==> src/rtl/imem_loader.sv <==
// rtl/imem_loader.sv - framed byte-stream loader for the instruction memory write port
module imem_loader #(
    parameter int DEPTH_WORDS = 2048
) (
    input  logic        clk_i,
    input  logic        rst_ni,
    input  logic        start_i,
    input  logic        byte_valid_i,
    input  logic [7:0]  byte_data_i,
    output logic        byte_ready_o,
    output logic        we_o,
    output logic [31:0] waddr_o,
    output logic [31:0] wdata_o,
    output logic        cpu_rst_no,
    output logic        done_o,
    output logic        error_o,
    output logic [1:0]  err_code_o
);

    localparam int CW = $clog2(DEPTH_WORDS) + 1;

    typedef enum logic [2:0] {
        S_IDLE,
        S_LEN_LO,
        S_LEN_HI,
        S_DATA,
        S_CSUM,
        S_DONE,
        S_ERR
    } state_t;

    state_t          state_q, state_d;
    logic [7:0]      len_lo_q;
    logic [15:0]     len_q;
    logic [7:0]      xor_q;
    logic [CW-1:0]   word_q;
    logic [CW-1:0]   word_inc;
    logic [1:0]      bcnt_q;
    logic [23:0]     asm_q;
    logic            accept;
    logic            idle_like;
    logic [15:0]     n_full;
    logic            len_bad;
    logic            last_word;
    logic            csum_ok;

    assign byte_ready_o = (state_q == S_LEN_LO) || (state_q == S_LEN_HI) ||
                          (state_q == S_DATA)   || (state_q == S_CSUM);
    assign accept    = byte_valid_i & byte_ready_o;
    assign idle_like = (state_q == S_IDLE) || (state_q == S_DONE) || (state_q == S_ERR);

    // Word count arrives low byte first; the high byte completes it on the LEN_HI accept.
    assign n_full    = {byte_data_i, len_lo_q};
    assign len_bad   = (n_full == 16'd0) || ({16'd0, n_full} > 32'(DEPTH_WORDS));
    assign word_inc  = word_q + 1'b1;
    assign last_word = (16'(word_inc) == len_q);
    assign csum_ok   = (byte_data_i == xor_q);

    always_ff @(posedge clk_i or negedge rst_ni) begin
        if (!rst_ni) begin
            state_q <= S_IDLE;
        end else begin
            state_q <= state_d;
        end
    end

    always_comb begin
        state_d = state_q;
        case (state_q)
            S_IDLE, S_DONE, S_ERR: begin
                if (start_i) state_d = S_LEN_LO;
            end
            S_LEN_LO: begin
                if (accept) state_d = S_LEN_HI;
            end
            S_LEN_HI: begin
                if (accept) state_d = len_bad ? S_ERR : S_DATA;
            end
            S_DATA: begin
                if (accept && (bcnt_q == 2'd3) && last_word) state_d = S_CSUM;
            end
            S_CSUM: begin
                if (accept) state_d = csum_ok ? S_DONE : S_ERR;
            end
            default: state_d = S_IDLE;
        endcase
    end

    always_ff @(posedge clk_i or negedge rst_ni) begin
        if (!rst_ni) begin
            len_lo_q   <= 8'd0;
            len_q      <= 16'd0;
            xor_q      <= 8'd0;
            word_q     <= '0;
            bcnt_q     <= 2'd0;
            asm_q      <= 24'd0;
            we_o       <= 1'b0;
            waddr_o    <= 32'd0;
            wdata_o    <= 32'd0;
            cpu_rst_no <= 1'b0;
            done_o     <= 1'b0;
            error_o    <= 1'b0;
            err_code_o <= 2'd0;
        end else begin
            we_o <= 1'b0;
            if (idle_like && start_i) begin
                done_o     <= 1'b0;
                error_o    <= 1'b0;
                err_code_o <= 2'd0;
                word_q     <= '0;
                bcnt_q     <= 2'd0;
                xor_q      <= 8'd0;
                cpu_rst_no <= 1'b0;
            end
            if (accept) begin
                case (state_q)
                    S_LEN_LO: begin
                        len_lo_q <= byte_data_i;
                        xor_q    <= xor_q ^ byte_data_i;
                    end
                    S_LEN_HI: begin
                        len_q <= n_full;
                        xor_q <= xor_q ^ byte_data_i;
                        if (len_bad) begin
                            error_o    <= 1'b1;
                            err_code_o <= 2'd1;
                        end
                    end
                    S_DATA: begin
                        xor_q  <= xor_q ^ byte_data_i;
                        bcnt_q <= bcnt_q + 2'd1;
                        // Bytes enter at the top so b0 ends up in the least significant lane.
                        asm_q  <= {byte_data_i, asm_q[23:8]};
                        if (bcnt_q == 2'd3) begin
                            we_o    <= 1'b1;
                            waddr_o <= {{(30 - CW){1'b0}}, word_q, 2'b00};
                            wdata_o <= {byte_data_i, asm_q};
                            word_q  <= word_inc;
                        end
                    end
                    S_CSUM: begin
                        if (csum_ok) begin
                            done_o     <= 1'b1;
                            cpu_rst_no <= 1'b1;
                        end else begin
                            error_o    <= 1'b1;
                            err_code_o <= 2'd2;
                        end
                    end
                    default: ;
                endcase
            end
        end
    end

endmodule

==> config.mk <==
export PLATFORM = sky130hd
export DESIGN_NAME = imem_loader
export DESIGN_NICKNAME = d
export VERILOG_FILES = /design/src/rtl/imem_loader.sv
export SDC_FILE = /design/constraint.sdc
export NUM_CORES = 1
export LEC_CHECK = 0
export CORE_UTILIZATION = 45
export CTS_CLUSTER_SIZE = 12
export DETAILED_ROUTE_END_ITERATION = 10
export GPL_TIMING_DRIVEN = 0
export PLACE_DENSITY = 0.72
export SYNTH_ARGS = -nofsm -noshare
export SYNTH_HDL_FRONTEND = slang
export SYNTH_SLANG_ARGS = --single-unit
==> constraint.sdc <==
create_clock -name clk_i -period 3.25 [get_ports clk_i]
set_clock_uncertainty 0.05 [all_clocks]
set_input_delay 0.65 -clock clk_i [delete_from_list [all_inputs] [get_ports clk_i]]
set_output_delay 0.65 -clock clk_i [all_outputs]
set_load 0.1 [all_outputs]
==> impl_metrics.json, run 1 <==
{
  "final_cells": 889,
  "synth.most_common_cell": "nand2_1",
  "grt_pass1_vias": 4443,
  "clk-insertion-delay-late_ns": 0.42,
  "dp_worst_setup_slack_ns": -0.137,
  "fp-row-count": 40,
  "placed_cells": 857,
  "cts_tree": "done",
  "grt_max_degree": 107,
  "p_leak_nw": 3.47,
  "place.gp.congestion": 0.844,
  "cp.required_ns": 3.48,
  "synth_top_area_cell": "dfrtp_1",
  "clock-sinks": 123,
  "highest_layer": "met4",
  "clk_path_buf_depth": 2,
  "async_flop_share_pct": 100,
  "wl_met1_um": 5820,
  "setup_slack_ns": 0.212,
  "syn_area_mm2": 0.00567,
  "die_area_mm2": 0.0130,
  "design.core.area_mm2": 0.0122,
  "ir_worst_vdd_mv": 0.595,
  "post_cts_buffers": 0,
  "startpoint_type": "input port",
  "fin_hold_ws_ns": 0.0140,
  "wl_met3_um": 679,
  "fmax_mhz": 329,
  "cp_num_buf_inv": 2,
  "hold_viol": 0,
  "synth_edf_count": 0,
  "tightest_slew_ns": 0.980,
  "place_hpwl_um": 9070,
  "dr.pass1.iters": 5,
  "grt_overflow_total": 0,
  "period_minus_slack_ns": 3.04,
  "diodes": 0,
  "wirelength_um": 13600,
  "wl_per_cell_um": 15.3,
  "dieWidth_um": 114,
  "clk_root_buffer_cell": "clkbuf_16",
  "rsz0062_at_grt": "no",
  "nets": 722,
  "crit_type": "in2reg",
  "drive_above_1_share_pct": 13.6,
  "syn_area_per_cell_um2": 9.23,
  "fin_crit_sh_pct": 93.5,
  "p_total_mw": 6.28,
  "critPathMaxStageDelay_ns": 0.66,
  "drcViolationCount": 0,
  "ys.warnings.count": 0,
  "cts_hold_buf": 0,
  "area_growth_pct": 26.1,
  "num_vias": 4573,
  "synth_cell_types": 52,
  "hp-class": "in2async",
  "relSlewSlack_pct": 34.5,
  "worstPathArrival_ns": 3.27,
  "viasPerCell": 5.14,
  "met2_wirelength_um": 6740,
  "ant_nets": 0,
  "path_delay_family": "simple AND/OR/NAND/NOR gates",
  "cap_violations": 0,
  "ios": 83,
  "io_buffers": 55,
  "synth-seq-area-share_pct": 54.3,
  "ys_ff_latch": 123,
  "start_util_pct": 46.6,
  "setup_viol": 0,
  "drt-initial-drc-count": 371,
  "grtUsageTotal_pct": 22.5,
  "synthFlopType": "dfrtp_1",
  "cts_buffers": 17,
  "status": "complete, no violations",
  "die_h_um": 114,
  "synthCells": 614,
  "synth.top_cell.area_share_pct": 54.3,
  "clkSlewWorstSetupHoldPaths_ns": 0.06,
  "grt_pass1_wl_um": 22300,
  "synth.area.top_cells": "dfrtp_1 54%, nand2_1 15%, mux2_2 5.0%",
  "critPathMaxFanout": 10,
  "path_cells": "clkdlybuf4s50_1, nand2b_1, nor2_1, nand2_1, and2_1, clkbuf_1, o21ai_0, o31ai_1",
  "antenna_found_initial": 0,
  "crit_slowest_cell": "clkdlybuf4s50_1",
  "cts_resized": 1,
  "cts-htree-levels": 4,
  "crit_path_end_kind": "flop",
  "ys_top_cells_by_count": "232 x nand2_1, 123 x dfrtp_1, 44 x o21ai_0",
  "finalMaxSlewViolations": 0,
  "cellPowerDensity_mw_per_mm2": 880
}
[registers in the layout (all words and copies together) (netlist names)]
register	cells
wdata_o	32
asm_q	24
len_q	16
waddr_o	12
word_q	12
len_lo_q	8
xor_q	8
state_q	3
bcnt_q	2
err_code_o	2
cpu_rst_no	1
done_o	1
error_o	1
we_o	1
[cells by family (layout without fill, tap and decap cells)]
| group | after synthesis | count (layout) | share of synthesized area (%) |
|---|---|---|---|
| simple gates | 309 | 309 | 23.4 |
| flops | 123 | 123 | 54.3 |
| compound gates | 74 | 74 | 7.88 |
| buf+inv | 60 | 148 | 5.85 |
| mux | 25 | 25 | 4.97 |
| xor+xnor | 20 | 20 | 3.09 |
| fa+ha+maj | 2 | 2 | 0.441 |
| other cells | 1 | 20 | 0.0662 |
[metal layers]
metal  global-route usage [%]  vias up
li1                         -     2179
met1                     28.5     2208
met2                     37.0      160
met3                     4.61       26
met4                     11.1        0
met5                        0        -
[final timing paths]
| path | startpoint | end | slack [ns] | depth (start not counted) |
|---|---|---|---|---|
| setup / recovery | byte_valid_i | word_q[9] | 0.21 | 8 |
| hold / removal | rst_ni | wdata_o[30] | 0.01 | 1 |
| setup reg to reg | state_q[0] | word_q[9] | 0.40 | 8 |
| hold reg to reg | wdata_o[7] | wdata_o[7] | 0.42 | 2 |
| max in group asynchronous | rst_ni | waddr_o[9] | 2.38 | 2 |
| min in group clk_i | wdata_o[7] | wdata_o[7] | 0.42 | 2 |
[cell usage in the layout, fill, tap and decap left out, drive strengths merged, types with 3 or more instances in the layout]
cell type	Yosys	layout
xnor2	10	10
dfrtp	123	123
or3	5	5
clkbuf	20	41
a21oi	5	5
nor2	22	22
and2	3	3
nand3	9	9
xor2	10	10
o31ai	7	7
bufinv	0	4
clkinvlp	0	3
nand2b	3	3
clkdlybuf4s50	0	53
o21ai	46	46
buf	34	36
nor3	6	6
conb	1	20
inv	6	6
clkinv	0	4
mux2	25	25
and3	5	5
nor4	6	6
nand4	4	4
nand2	232	232
nor2b	6	6
[where the power goes]
part	switching (mW)	leakage, nW	total, mW	internal (mW)
registers	0.331	1.63	2.28	1.95
clock network	0.680	0.287	1.96	1.28
logic	1.39	1.56	2.04	0.653
total	2.40	3.47	6.28	3.88
[through the flow]
stage,TNS [ns],util [%],area (um2)
floorplan,0,-,5750
global placement,-388.48,53.5,6510
detailed placement,-2.55,53.7,6540
CTS,0,58.8,7150
global route,0,58.8,7150
finish,0,58.8,7150
[area by class of cell]
class,count,area (um2)
repair buffers,56,578
clock buffers,21,440
fillers,1083,5020
multi-input cells,450,2340
clock inverters,11,170
flip-flops and latches,123,3080
inverters,6,22.5
well taps,168,210
plain buffers,54,309
Note: power is estimated with default switching activity, not from simulation.
==> run 2, diff against run 1 <==
- SETUP_SLACK_MARGIN: not set -> 0.3
==> run 2 against run 1 <==
Non-clock buffer count stayed put. Worst hold slack better by 0.0018 ns. Sequential power barely moved. Via count about the same. Largest cell class unchanged.
==> impl_metrics.json, run 2 (synthesis results as in run 1) <==
{
  "status": "complete, no violations",
  "cap_violations": 0,
  "p_total_mw": 6.28,
  "start_util_pct": 46.6,
  "fmax_mhz": 372,
  "cellPowerDensity_mw_per_mm2": 879,
  "hold_viol": 0,
  "grt_pass1_wl_um": 22300,
  "startpoint_type": "flop",
  "placed_cells": 857,
  "design.core.area_mm2": 0.0122,
  "cts_hold_buf": 0,
  "drcViolationCount": 0,
  "place_hpwl_um": 9070,
  "dr.pass1.iters": 4,
  "period_minus_slack_ns": 2.69,
  "tightest_slew_ns": 0.980,
  "diodes": 0,
  "setup_viol": 0,
  "relSlewSlack_pct": 34.5,
  "final_cell_mix": "232 x nand2_1, 123 x dfrtp_1, 53 x clkdlybuf4s50_1",
  "grt_overflow_total": 0,
  "clk_root_buffer_cell": "clkbuf_16",
  "clk_path_buf_depth": 2,
  "rsz0062_at_grt": "no",
  "nets": 722,
  "fin_crit_sh_pct": 82.7,
  "die_area_mm2": 0.0130,
  "rrSetupSlack_ns": 0.56,
  "crit_path_end_kind": "flop",
  "dp_worst_setup_slack_ns": -0.137,
  "drive_above_1_share_pct": 13.9,
  "setup_slack_ns": 0.561,
  "critPathMaxFanout": 8,
  "fp-row-count": 40,
  "p_leak_nw": 3.47,
  "clock-sinks": 123,
  "ios": 83,
  "cts_tree": "done",
  "cp.required_ns": 3.49,
  "grt_pass1_vias": 4443,
  "clk-insertion-delay-late_ns": 0.42,
  "ir_worst_vdd_mv": 0.596,
  "largest_register": "wdata_o",
  "worstPathArrival_ns": 2.93,
  "grt_max_degree": 107,
  "area_growth_pct": 26.1,
  "crit_type": "reg2reg",
  "antenna_found_initial": 0,
  "cts_buffers": 17,
  "dieWidth_um": 114,
  "hp-class": "in2async",
  "num_vias": 4569,
  "io_buffers": 55,
  "wirelength_um": 13600,
  "die_h_um": 114,
  "grtUsageTotal_pct": 22.5,
  "viasPerCell": 5.14,
  "drt-initial-drc-count": 348,
  "cts-htree-levels": 4,
  "top_regs": "wdata_o: 32 flops, asm_q: 24 flops, len_q: 16 flops",
  "wl_per_cell_um": 15.3,
  "place.gp.congestion": 0.844,
  "final_common_cell": "nand2_1",
  "clkSlewWorstSetupHoldPaths_ns": 0.06,
  "final_cells": 889,
  "finalMaxSlewViolations": 0,
  "ant_nets": 0,
  "largest_reg_flops": 32
}
-- run 2: layout make-up --
type | instances | area [um2]
multi-input cells | 450 | 2340
inverters | 6 | 22.5
clock buffers | 21 | 440
clock inverters | 11 | 170
flip-flops and latches | 123 | 3080
well taps | 168 | 210
plain buffers | 54 | 309
fillers | 1084 | 5010
repair buffers | 56 | 574
-- run 2: path summary, 6_finish.rpt --
check,startpoint,to,depth (start not counted)
worst min-delay path,rst_ni,wdata_o[30],1
worst max register to register,word_q[0],state_q[0],7
min in group clk_i,wdata_o[7],wdata_o[7],2
worst max-delay path,word_q[0],state_q[0],7
max in group asynchronous,rst_ni,asm_q[11],2
worst min register to register,wdata_o[7],wdata_o[7],2
-- run 2: per-stage QoR --
step,area [um2],hold WS [ns],utilization [%],setup TNS (ns)
finish,7150,0.0158,58.8,0
floorplan,5750,0.304,-,0
global placement,6510,0.403,53.5,-388.48
CTS,7150,0.0123,58.8,0
detailed placement,6540,0.410,53.7,-2.55
global route,7150,0.0193,58.8,0
-- run 2: repair_timing --
action,in CTS,in global routing
pin swaps,0,0
gates resized for setup,3,2
setup buffers,0,0
endpoints found under the setup margin,2,5
-- run 2: layer usage --
layer / up-vias / global-route usage (%) / part of all wire, %
met1: 2206 / 28.5 / 43
li1: 2176 / - / -
met2: 157 / 36.9 / 49
met4: 0 / 11.1 / 2.8
met5: - / 0 / 0
met3: 30 / 4.61 / 5.1
-- run 2: critical path, stage by stage, from the launching register on --
cell and delay (ns):
dfrtp_1 0.47, ha_1 0.34, nand3_2 0.19, or3_1 0.45, nor3_1 0.19, a311oi_1 0.12, or3_1 0.45, o41a_1 0.32
-- run 2: power by group --
part | switching, mW | internal (mW)
Clock | 0.677 | 1.28
Sequential | 0.331 | 1.95
Combinational | 1.39 | 0.651
==> run 3, diff against run 2 <==
- clock period: 3.25 -> 2.72 ns (I/O delays scaled with it)
==> run 3 against run 2 <==
Setup slack worse by 0.15 ns. Critical path depth unchanged. Worst hold slack improved by 0.35 ns. Sequential share of layout area decreased by 0.19 points. Via count rose by 0.28%. Register-to-register slack got worse by 0.15 ns. Clock power rose by 13%. Wire length decreased by 3.0%. Power up 17%. Critical path type unchanged.
==> impl_metrics.json, run 3 (synthesis results as in run 1) <==
{
  "crit_path_end_kind": "flop",
  "p_sw_share_pct": 38.1,
  "highest_layer": "met4",
  "cts-htree-levels": 4,
  "place.gp.congestion": 0.827,
  "design.core.area_mm2": 0.0122,
  "path_delay_family": "simple AND/OR/NAND/NOR gates",
  "wirelength_um": 13200,
  "placed_area_mm2": 0.00656,
  "grt_overflow_total": 0,
  "dieWidth_um": 114,
  "diodes": 0,
  "hp-class": "in2reg",
  "relSlewSlack_pct": 35.3,
  "critPathMaxStageDelay_ns": 0.42,
  "r2r_start": "word_q[0]",
  "status": "complete, no violations",
  "cp.required_ns": 2.96,
  "die_area_mm2": 0.0130,
  "clk_root_buffer_cell": "clkbuf_16",
  "intPower_mw": 4.55,
  "setup_viol": 0,
  "clk-insertion-delay-late_ns": 0.41,
  "path_cells": "ha_4, nand3_4, or3_1, o21ai_1, a311oi_1, or3_1, o41a_1",
  "drcViolationCount": 0,
  "clkSlewWorstSetupHoldPaths_ns": 0.05,
  "start_util_pct": 46.6,
  "grtUsageTotal_pct": 21.9,
  "fin_crit_sh_pct": 84.8,
  "final_area_mm2": 0.00719,
  "wl_per_cell_um": 14.7,
  "dr.pass1.iters": 5,
  "num_vias": 4582,
  "ir_worst_vdd_mv": 0.668,
  "grt_pass1_wl_um": 22000,
  "hold_path_startpoint": "byte_data_i[4]",
  "clk_path_buf_depth": 2,
  "finalMaxSlewViolations": 0,
  "cap_violations": 0,
  "pwr-share-comb_pct": 32.7,
  "clock-sinks": 123,
  "rsz0062_at_grt": "no",
  "pwr-share-seq_pct": 37.2,
  "top_regs": "wdata_o: 32 flops, asm_q: 24 flops, len_q: 16 flops",
  "p_leak_nw": 3.74,
  "area_growth_pct": 26.8,
  "met2_wirelength_um": 6490,
  "fin_util_pct": 59.1,
  "place_hpwl_um": 9090,
  "grt_pass1_vias": 4451,
  "viasPerCell": 5.13,
  "die_h_um": 114,
  "drt-initial-drc-count": 361,
  "cts_buffers": 17,
  "p_total_mw": 7.35,
  "wl_met1_um": 5810,
  "worstPathArrival_ns": 2.55,
  "final_cell_mix": "230 x nand2_1, 121 x dfrtp_1, 50 x dlygate4sd2_1",
  "fmax_mhz": 434,
  "ios": 83,
  "startpoint_type": "flop",
  "grt_max_degree": 99,
  "period_minus_slack_ns": 2.31,
  "final_common_cell": "nand2_1",
  "drive_above_1_share_pct": 16.4,
  "startpoint": "word_q[0]",
  "ant_nets": 0,
  "cp_num_buf_inv": 0,
  "largest_register": "wdata_o",
  "cellPowerDensity_mw_per_mm2": 1020,
  "critPathMaxFanout": 8,
  "largest_reg_flops": 32,
  "p_sw_mw": 2.80,
  "io_buffers": 55,
  "tightest_slew_ns": 0.974,
  "wl_met3_um": 720,
  "hold_viol": 0,
  "crit_type": "reg2reg",
  "fp-row-count": 40,
  "clkPwrFrac_pct": 30.1,
  "crit_slowest_cell": "or3_1",
  "antenna_found_initial": 0,
  "cpMostUsedCell": "or3_1",
  "cts_tree": "done",
  "fin_hold_ws_ns": 0.361,
  "nets": 728
}
==> run 3: cell types whose count changed in the layout (fill, tap and decap cells not counted), sizes merged <==
cell	previous run	this run
buf	36	42
bufinv	4	2
clkbuf	42	45
clkdlybuf4s50	53	3
clkinv	4	2
clkinvlp	3	2
dlygate4sd2	0	50
dlygate4sd3	0	1
==> run 3: worst paths after layout <==
| kind | to | slack [ns] | depth (start not counted) |
|---|---|---|---|
| setup / recovery | state_q[0] | 0.41 | 7 |
| hold / removal | wdata_o[28] | 0.36 | 3 |
| setup reg to reg | state_q[0] | 0.41 | 7 |
| hold reg to reg | wdata_o[31] | 0.42 | 2 |
| max in group asynchronous | word_q[1] | 1.36 | 3 |
| min in group asynchronous | wdata_o[3] | 0.51 | 2 |
==> run 3: layout make-up <==
| cell class | count | area (um2) |
|---|---|---|
| buffer | 54 | 314 |
| inverter | 6 | 22.5 |
| clock inverter | 6 | 85.1 |
| tap | 168 | 210 |
| fill | 1073 | 4970 |
| multi-input combinational | 450 | 2410 |
| timing repair buffer | 62 | 559 |
| sequential | 123 | 3080 |
| clock buffer | 25 | 505 |
==> run 3: layer usage <==
| layer | vias up | track usage, % |
|---|---|---|
| met1 | 2238 | 28.6 |
| met2 | 133 | 35.9 |
| met4 | 0 | 6.06 |
| met3 | 18 | 5.88 |
| met5 | - | 0 |
| li1 | 2193 | - |
==> run 3: per-stage QoR <==
stage | setup slack (ns) | setup TNS, ns | instances
final | 0.414 | 0 | 894
after floorplan | 0.227 | 0 | 633
after CTS | 0.275 | 0 | 891
after detailed placement | -0.614 | -29.59 | 857
after global routing | 0.293 | 0 | 894
after global placement | -3.44 | -446.66 | 856
==> run 3: what timing repair did <==
action	CTS	global route
resized for setup	65	10
buffers inserted	2	3
pin swaps	2	4
hold buffers	1	0
hold endpoints to repair	25	0
setup endpoints to repair	121	53
==> run 3: worst register-to-register path, stage by stage, from the launching register on <==
cell      delay [ns]
dfrtp_2         0.40
ha_4            0.19
nand3_4         0.12
or3_1           0.38
o21ai_1         0.13
a311oi_1        0.12
or3_1           0.42
o41a_1          0.38
==> run 3: power by group through the flow <==
stage	Combinational, mW	Clock (mW)	Sequential [mW]
after detailed placement	2.44	0	2.74
final	2.41	2.21	2.73
after CTS	2.42	2.23	2.73
after global placement	2.37	0	2.72
after global routing	2.61	2.32	2.79
after floorplan	1.33	0	3.23
